$ cat config.mk
export PLATFORM = sky130hd
export DESIGN_NAME = button_arbiter_flat
export DESIGN_NICKNAME = d
export VERILOG_FILES = /design/src/rtl/button_arbiter_if.sv /design/src/rtl/button_arbiter.sv /design/src/flat_wrapper.sv
export SDC_FILE = /design/constraint.sdc
export NUM_CORES = 1
export LEC_CHECK = 0
export CAP_MARGIN = 20
export CORE_MARGIN = 8
export CORE_UTILIZATION = 45
export DETAILED_ROUTE_END_ITERATION = 7
export PLACE_DENSITY = 0.72
export REMOVE_ABC_BUFFERS = 1
export SETUP_SLACK_MARGIN = 0.5
export SYNTH_ARGS = -nofsm -noshare
export SYNTH_HDL_FRONTEND = slang
export SYNTH_SLANG_ARGS = --single-unit
$ cat constraint.sdc
create_clock -name clk -period 5.2 [get_ports clk]
set_input_delay 1.04 -clock clk [delete_from_list [all_inputs] [get_ports clk]]
set_output_delay 1.04 -clock clk [all_outputs]
set_load 0.005 [all_outputs]
$ cat src/rtl/button_arbiter_if.sv
// Button arbiter bus: raw button levels in, press pulses and status out.
// The slave modport is the arbiter's view; the master modport is the
// view of whatever drives the buttons and consumes the pulses.
interface button_arbiter_if #(
    parameter int NUM_BTN = 4
) ();
    localparam int IW = $clog2(NUM_BTN);

    logic [NUM_BTN-1:0] btn_raw;
    logic [NUM_BTN-1:0] pulse;
    logic [IW-1:0]      grant_id;
    logic               busy;
    logic [NUM_BTN-1:0] pending;

    modport master (
        output btn_raw,
        input  pulse,
        input  grant_id,
        input  busy,
        input  pending
    );

    modport slave (
        input  btn_raw,
        output pulse,
        output grant_id,
        output busy,
        output pending
    );
endinterface

$ cat src/rtl/button_arbiter.sv
// Shared-lockout button arbiter.
// Each raw button is synchronised and edge-detected; rising edges are latched
// as pending requests. A single lockout timer is shared by all buttons: one
// request is granted (one-cycle pulse), then the arbiter is locked for
// LOCK_CYCLES cycles, which also swallows contact bounce of the granted
// button. Requests arriving meanwhile are kept and served round-robin.
module button_arbiter #(
    parameter int NUM_BTN     = 4,
    parameter int LOCK_CYCLES = 25000000,
    parameter int TW          = $clog2(LOCK_CYCLES)
) (
    input  logic                clk,
    input  logic                reset,
    button_arbiter_if.slave     bus
);
    localparam int IW = $clog2(NUM_BTN);
    localparam logic [TW-1:0] LOCK_LOAD = TW'(LOCK_CYCLES - 1);
    localparam logic [IW-1:0] LAST_INIT = IW'(NUM_BTN - 1);

    typedef enum logic [1:0] {
        ST_IDLE  = 2'd0,
        ST_GRANT = 2'd1,
        ST_LOCK  = 2'd2
    } state_t;

    // One-hot decode of a button index.
    function automatic logic [NUM_BTN-1:0] onehot_f(input logic [IW-1:0] idx);
        logic [NUM_BTN-1:0] oh;
        oh = '0;
        for (int i = 0; i < NUM_BTN; i++) begin
            oh[i] = (IW'(i) == idx);
        end
        return oh;
    endfunction

    // Registers
    logic [NUM_BTN-1:0] r_s1;
    logic [NUM_BTN-1:0] r_s2;
    logic [NUM_BTN-1:0] r_prev;
    logic [NUM_BTN-1:0] r_pending;
    logic [NUM_BTN-1:0] r_pulse;
    logic [IW-1:0]      r_grant_id;
    logic [IW-1:0]      r_last;
    logic [TW-1:0]      r_timer;
    logic               r_busy;
    state_t             r_state;

    // Combinational signals
    logic [NUM_BTN-1:0] w_rise;
    logic [NUM_BTN-1:0] w_mask;
    logic [NUM_BTN-1:0] w_set;
    logic [NUM_BTN-1:0] w_clr;
    logic [NUM_BTN-1:0] w_pending_nxt;
    logic [NUM_BTN-1:0] w_pulse_nxt;
    logic [IW-1:0]      w_idx;
    logic [IW-1:0]      w_sel;
    logic               w_found;
    logic [IW-1:0]      w_grant_nxt;
    logic [IW-1:0]      w_last_nxt;
    logic [TW-1:0]      w_timer_nxt;
    logic               w_busy_nxt;
    state_t             w_state_nxt;

    // Two-flop synchroniser followed by the previous-level register.
    always_ff @(posedge clk) begin
        if (reset) begin
            r_s1   <= '0;
            r_s2   <= '0;
            r_prev <= '0;
        end else begin
            r_s1   <= bus.btn_raw;
            r_s2   <= r_s1;
            r_prev <= r_s2;
        end
    end

    assign w_rise = r_s2 & ~r_prev;

    // Discard rises of the button currently being served (bounce).
    always_comb begin
        w_mask = '0;
        if ((r_state == ST_GRANT) || (r_state == ST_LOCK)) begin
            w_mask = onehot_f(r_grant_id);
        end else begin
            w_mask = '0;
        end
    end

    assign w_set = w_rise & ~w_mask;

    // Round-robin pick: first pending bit starting just after the last grant.
    always_comb begin
        w_found = 1'b0;
        w_sel   = '0;
        w_idx   = '0;
        for (int k = 1; k <= NUM_BTN; k++) begin
            w_idx = IW'((int'(r_last) + k) % NUM_BTN);
            if (!w_found && r_pending[w_idx]) begin
                w_found = 1'b1;
                w_sel   = w_idx;
            end else begin
                w_found = w_found;
            end
        end
    end

    // Next-state and datapath decode for the grant/lockout FSM.
    always_comb begin
        w_state_nxt = r_state;
        w_timer_nxt = r_timer;
        w_grant_nxt = r_grant_id;
        w_last_nxt  = r_last;
        w_clr       = '0;
        w_pulse_nxt = '0;
        case (r_state)
            ST_IDLE: begin
                if (w_found) begin
                    w_state_nxt = ST_GRANT;
                    w_grant_nxt = w_sel;
                    w_last_nxt  = w_sel;
                    w_clr       = onehot_f(w_sel);
                    w_pulse_nxt = onehot_f(w_sel);
                end else begin
                    w_state_nxt = ST_IDLE;
                end
            end
            ST_GRANT: begin
                w_timer_nxt = LOCK_LOAD;
                w_state_nxt = ST_LOCK;
            end
            ST_LOCK: begin
                if (r_timer == '0) begin
                    w_state_nxt = ST_IDLE;
                end else begin
                    w_timer_nxt = r_timer - TW'(1);
                end
            end
            default: begin
                w_state_nxt = ST_IDLE;
            end
        endcase
        w_busy_nxt = (w_state_nxt != ST_IDLE);
    end

    // A new rise on the same edge as the clear keeps the bit set.
    assign w_pending_nxt = (r_pending & ~w_clr) | w_set;

    // FSM state, lockout timer, pending latch and registered outputs.
    always_ff @(posedge clk) begin
        if (reset) begin
            r_state    <= ST_IDLE;
            r_timer    <= '0;
            r_grant_id <= '0;
            r_last     <= LAST_INIT;
            r_pending  <= '0;
            r_pulse    <= '0;
            r_busy     <= 1'b0;
        end else begin
            r_state    <= w_state_nxt;
            r_timer    <= w_timer_nxt;
            r_grant_id <= w_grant_nxt;
            r_last     <= w_last_nxt;
            r_pending  <= w_pending_nxt;
            r_pulse    <= w_pulse_nxt;
            r_busy     <= w_busy_nxt;
        end
    end

    assign bus.pulse    = r_pulse;
    assign bus.grant_id = r_grant_id;
    assign bus.busy     = r_busy;
    assign bus.pending  = r_pending;

endmodule

$ cat src/flat_wrapper.sv
// flat-port wrapper written by rule: the top's interface ports become plain ports
module button_arbiter_flat 
#(
    parameter int NUM_BTN     = 4,
    parameter int LOCK_CYCLES = 25000000,
    parameter int TW          = $clog2(LOCK_CYCLES)
)
  (clk, reset, bus_btn_raw, bus_pulse, bus_grant_id, bus_busy, bus_pending);
  button_arbiter_if #(.NUM_BTN(NUM_BTN)) bus_i ();
  input  logic clk;
  input  logic reset;
  input wire logic [$bits(bus_i.btn_raw)-1:0] bus_btn_raw;
  output wire logic [$bits(bus_i.pulse)-1:0] bus_pulse;
  output wire logic [$bits(bus_i.grant_id)-1:0] bus_grant_id;
  output wire logic [$bits(bus_i.busy)-1:0] bus_busy;
  output wire logic [$bits(bus_i.pending)-1:0] bus_pending;
  assign bus_i.btn_raw = bus_btn_raw;
  assign bus_pulse = bus_i.pulse;
  assign bus_grant_id = bus_i.grant_id;
  assign bus_busy = bus_i.busy;
  assign bus_pending = bus_i.pending;
  button_arbiter #(.NUM_BTN(NUM_BTN), .LOCK_CYCLES(LOCK_CYCLES), .TW(TW)) u_core (.clk(clk), .reset(reset), .bus(bus_i));
endmodule
==> metrics.yaml <==
die:
  die_x_um: 89.35
  row_count: 26
  coreArea_um2: 5140
  initial_core_util_pct: 47.10
  die_y_um: 89.35
  dieArea_um2: 7983
  io_pins: 17
detailed_routing:
  detail_route.first_pass.iterations: 4
  antenna_left: 0
  drtIter0Drc: 195
  viasPerCell: 5.685
  wire_per_inst_um: 13.89
  wl_mm: 4.944
  drcViolationCount: 0
  num_vias: 2024
cts:
  numCtsBuffers: 5
  clock_latency_ns: 0.31
  postCtsHoldBufs: 0
  postCtsSetupBuffers: 0
  post_cts_resized: 0
  cts_tree: "done"
  cts_buffer_depth: 2
  clock-sinks: 52
  root_buffer: "clkbuf_8"
  htree_levels: 2
  clkTransAtPathRegs_ns: 0.09
placement:
  portBuffers: 16
  dpl.hpwl_mm: 3.337
  dp_cells: 348
  gp_congestion: 0.8323
min_path:
  hold_path.class: "reg -> reg"
synthesis:
  syn_avg_cell_area_um2: 8.804
  synth_top_area_cell: "dfxtp_1"
  syn_inst: 275
  yosys_register_bits: 52
  synth.top_cells.by_count: "dfxtp_1, a21oi_1, nor2_1"
  synth_ff_type: "dfxtp_1"
  synth-edff-count: 0
  yosysWarnings: 0
  synthMostInstantiatedCell: "dfxtp_1"
  yosysTopAreaCellShare_pct: 43.00
  syn_area_um2: 2421
  ys_types: 53
  ys_async_sr_fraction_pct: 0
  synthTopCellsByArea: "dfxtp_1, a21oi_1, nor2b_1"
  synth.yosys.seq_area_share_pct: 43.00
power:
  p_leak_nw: 0.9556
  power_density_nw_per_um2: 409.8
  irDropWorstVdd_mv: 0.2319
  total_power_mw: 1.118
sta:
  finalHoldViolations: 0
  rsz0062_at_grt: "no"
  maxSlewViolCount: 0
  setup_violations: 0
  relSlewSlack_pct: 41.71
  timing.hold.ws_ns: 0.4443
  fin_crit_sh_pct: 48.98
  fmax_ghz: 0.3926
  tightestPinTransition_ns: 0.8743
  tns_ns: 0
  finalClockSkew_ns: 0.01000
  finalCriticalPeriod_ns: 2.547
setup_path:
  crit_arrival_ns: 2.78
  critPathKind: "reg -> reg"
  required_ns: 5.43
  cp-end-kind: "flip-flop"
  cp_max_fo: 11
  worstSetupStartpointType: "flip-flop"
finish:
  layout.cells.non_filler: 356
  diodes: 0
  final_nets: 296
  utilization_pct: 53.07
  drive_gt1_share_pct: 6.643
  syn_to_final_growth_pct: 12.66
global_route:
  overflow: 0
  grt_pass1_vias: 1837
  grt_usage_pct: 13.38
  grt_max_degree: 51
  antenna_found_initial: 0
  grt_first_pass_wirelength_mm: 8.493
flow_run:
  maxCapViolCount: 0
run_status:
  status: "finished clean"
==> per-stage QoR <==
stage,worst slack [ns],area (um2)
4_1_cts,2.660,2728
3_3_place_gp,2.703,2613
6_report,2.653,2728
5_1_grt,2.429,2728
3_5_place_dp,2.679,2613
2_1_floorplan,2.893,2370
==> cell type report <==
cell class	instances	area, um2
fill	495	2412
multi-input combinational	195	1272
sequential	52	1041
timing repair buffer	16	155.1
tap	70	87.58
clock buffer	5	68.82
inverter	15	56.30
clock inverter	3	46.29
==> power breakdown <==
group	total, mW	switching [mW]	leakage, nW	internal [mW]
clock	0.282	0.138	0.0548	0.145
combinational	0.345	0.215	0.475	0.131
sequential	0.490	0.0478	0.426	0.442
total	1.12	0.400	0.956	0.718
==> worst max-delay path, stage by stage (launching register included) <==
cell and delay [ns]:
dfxtp_1 0.37, nor4_2 0.64, nand4_1 0.50, o211ai_1 0.61
o21ai_0 0.16, a31oi_1 0.19
==> state kept, by name (all words and copies together), names as in the netlist <==
signal / count
u_core.bus.busy: 1
u_core.bus.grant_id: 2
u_core.bus.pending: 4
u_core.bus.pulse: 4
u_core.r_last: 2
u_core.r_prev: 4
u_core.r_s1: 4
u_core.r_s2: 4
u_core.r_state: 2
u_core.r_timer: 25
==> cell families after synthesis <==
group,after synthesis,synth area share (%)
buffers and inverters,28,4.444
adder cells (fa/ha/maj),5,2.584
XOR/XNOR,11,3.979
flip-flops,52,43.00
AO/OA/AOI/OAI,78,22.07
AND/OR/NAND/NOR,99,23.00
multiplexers,2,0.9302
==> routing by layer <==
layer,track usage (%),up-vias,wire length [um]
met5,0,-,0
met3,2.574,9,237
met2,20.47,52,2193
met1,17.59,936,2402
met4,6.344,0,110
li1,-,1027,-
==> cells in the final DEF, fill, tap and decap left out, types with 6 or more instances in the layout <==
master | netlist | routed
dfxtp_1 | 52 | 52
clkdlybuf4s50_1 | 0 | 15
or4_1 | 6 | 6
xor2_1 | 7 | 7
nor3_1 | 11 | 11
nand2_1 | 17 | 17
a31oi_1 | 6 | 6
inv_1 | 15 | 15
o21ai_0 | 6 | 6
nor2b_1 | 12 | 12
nor2_1 | 18 | 18
a21oi_1 | 29 | 29
o211ai_1 | 6 | 6
==> final timing paths <==
kind / from / slack (ns) / cells past startpoint / end
min reg2reg: u_core.r_s1[1] / 0.44 / 1 / u_core.r_s2[1]
min: u_core.r_s1[1] / 0.44 / 1 / u_core.r_s2[1]
max reg2reg: u_core.r_timer[13] / 2.65 / 5 / u_core.r_timer[19]
max: u_core.r_timer[13] / 2.65 / 5 / u_core.r_timer[19]
(Power assumes the default switching activity.)
==> RTL edit, RTL diff (same flow settings) <==
Take the reset off `r_pending` and load it in a clocked block of its own.
--- a/src/rtl/button_arbiter.sv
+++ b/src/rtl/button_arbiter.sv
@@ -153,5 +153,4 @@
             r_grant_id <= '0;
             r_last     <= LAST_INIT;
-            r_pending  <= '0;
             r_pulse    <= '0;
             r_busy     <= 1'b0;
@@ -161,8 +160,11 @@
             r_grant_id <= w_grant_nxt;
             r_last     <= w_last_nxt;
-            r_pending  <= w_pending_nxt;
             r_pulse    <= w_pulse_nxt;
             r_busy     <= w_busy_nxt;
         end
+    end
+
+    always_ff @(posedge clk) begin
+        r_pending <= w_pending_nxt;
     end
 
Formal check against the unedited RTL: differs if reset is asserted again (counterexample within 4 cycles, from zero or initial values and one cycle with reset high); with reset held inactive, the same outputs for 4 cycles.
==> RTL edit against the unedited design <==
- design area shrank 2.6%
- sequential cell count stayed put
- area after synthesis is 2.8% lower
- worst setup slack improved by 0.11 ns
- synthesized cell count fell by 2.9%
- routed wire length rose by 0.61%
- die area down 2.3%
- fmax rose by 4.5%
- critical endpoint is now u_core.r_timer[16]
- largest cell class unchanged
Power is not compared: it rests on default switching activity, and its combinational part moved more than twofold at a synthesized area within 25%.
==> RTL edit: results (changes against the unedited design) <==
stage,metric,value,unit,change
run_status,outcome,completed,,unchanged
placement,routability cong.,0.863,,was 0.832
final_layout,P&R area growth vs syn,12.9,%,was 12.7%
yosys,top post-synthesis cells by area,"dfxtp_1 (44%), a21oi_1 (4.7%), nor2b_1 (4.5%), o31ai_1 (2.9%), nor3_1 (2.8%)",,"was dfxtp_1 (43%), a21oi_1 (6.0%), nor2b_1 (3.1%), nor2_1 (2.8%), nand2_1 (2.6%)"
global_route,number of global-route vias before repair,1856,,"was 1,837"
yosys,post-synthesis adder-cell area fraction,2.66,%,was 2.58%
global_route,largest net degree at the start of global routing,44,,was 51
global_route,first-pass GRT wire length,8.49,mm,about the same
placement,HPWL after DPL,3.44,mm,was 3.34 mm
yosys,Avg Synthesized Cell Area,8.81,µm²,was 8.80 µm²
yosys,"Warnings, synthesis",0,,unchanged
detailed_routing,via count,1995,,"was 2,024"
final_layout,layout cells sized above 1,5.71,%,was 6.64%
yosys,"top cells by count, synth","dfxtp_1 (52), a21oi_1 (22), nor2_1 (17), nor2b_1 (17), nand2_1 (16)",,"was dfxtp_1 (52), a21oi_1 (29), nor2_1 (18), nand2_1 (17), inv_1 (15)"
detailed_routing,WL per Instance,14.2,µm,was 13.9 µm
clocking,Post-CTS Setup Repair Bufs,0,,unchanged
detailed_routing,TritonRoute pass-1 iters,5,,was 4
final_layout,fill count,493,,was 495
yosys,post-synthesis mux area share,1.28,%,was 0.930%
worst_setup_path,Arrival @ worst endpoint,2.68,ns,was 2.78 ns
placement,dpl cell area,0.00257,mm²,was 0.00261 mm²
yosys,Synth Area in XOR/XNOR,2.23,%,was 3.98%
final_layout,Final #Nets,291,,was 296
global_route,Total GRT Usage,13.7,%,was 13.4%
detailed_routing,via/cell ratio,5.70,,was 5.69
detailed_routing,Iter 0 DRT Violations,170,,was 195
worst_setup_path,CP max stage delay,0.68,ns,was 0.64 ns
timing,skew final,0.00455,ns,was 0.0100 ns
timing,Worst-Margin Slew,0.684,ns,was 0.874 ns
worst_setup_path,"Slowest-stage cell, CP",or4b_2,,was nor4_2
placement,pre-CTS setup slack,2.80,ns,was 2.68 ns
placement,Cell Count Post-Placement,343,,was 348
[RTL edit: power by group]
part,internal (W),switching [W],leakage [nW]
logic,0.000309,0.000431,0.442
registers,0.000514,0.000130,0.429
clock network,0.000106,0.000127,0.0473
total,0.000929,0.000688,0.918
[RTL edit: through the flow]
stage               total power (W)  hold WS, ns
detailed placement          0.00138        0.420
floorplan                   0.00114        0.414
CTS                         0.00162        0.443
finish                      0.00162        0.442
global placement            0.00137        0.417
global route                0.00175        0.462
[RTL edit: layout make-up]
| cell class | count | share of cell area [%] |
|---|---|---|
| clock buffer | 6 | 3.11 |
| clock inverter | 1 | 0.330 |
| inverter | 9 | 1.27 |
| multi-input combinational | 195 | 46.5 |
| sequential | 52 | 39.2 |
| tap | 70 | 3.30 |
| timing repair buffer | 17 | 6.31 |
[RTL edit: per-layer routing]
layer | track usage [%] | wire, µm
met5 | 0 | 0
met3 | 3.06 | 327
met2 | 21.8 | 2270
met1 | 16.7 | 2260
met4 | 7.22 | 118
[RTL edit: worst paths after layout]
kind / from / endpoint / slack (ns) / cells after the start
setup / recovery: u_core.r_timer[0] / u_core.r_timer[16] / 2.76 / 7
hold / removal: u_core.r_s1[0] / u_core.r_s2[0] / 0.44 / 1
setup reg to reg: u_core.r_timer[0] / u_core.r_timer[16] / 2.76 / 7
hold reg to reg: u_core.r_s1[0] / u_core.r_s2[0] / 0.44 / 1
[RTL edit: cell families (layout without fill, tap and decap cells)]
group / after synthesis / count (layout)
AO/OA/AOI/OAI: 68 / 68
flip-flops: 52 / 52
buffers and inverters: 20 / 33
adder cells (fa/ha/maj): 5 / 5
multiplexers: 3 / 3
AND/OR/NAND/NOR: 113 / 113
XOR/XNOR: 6 / 6
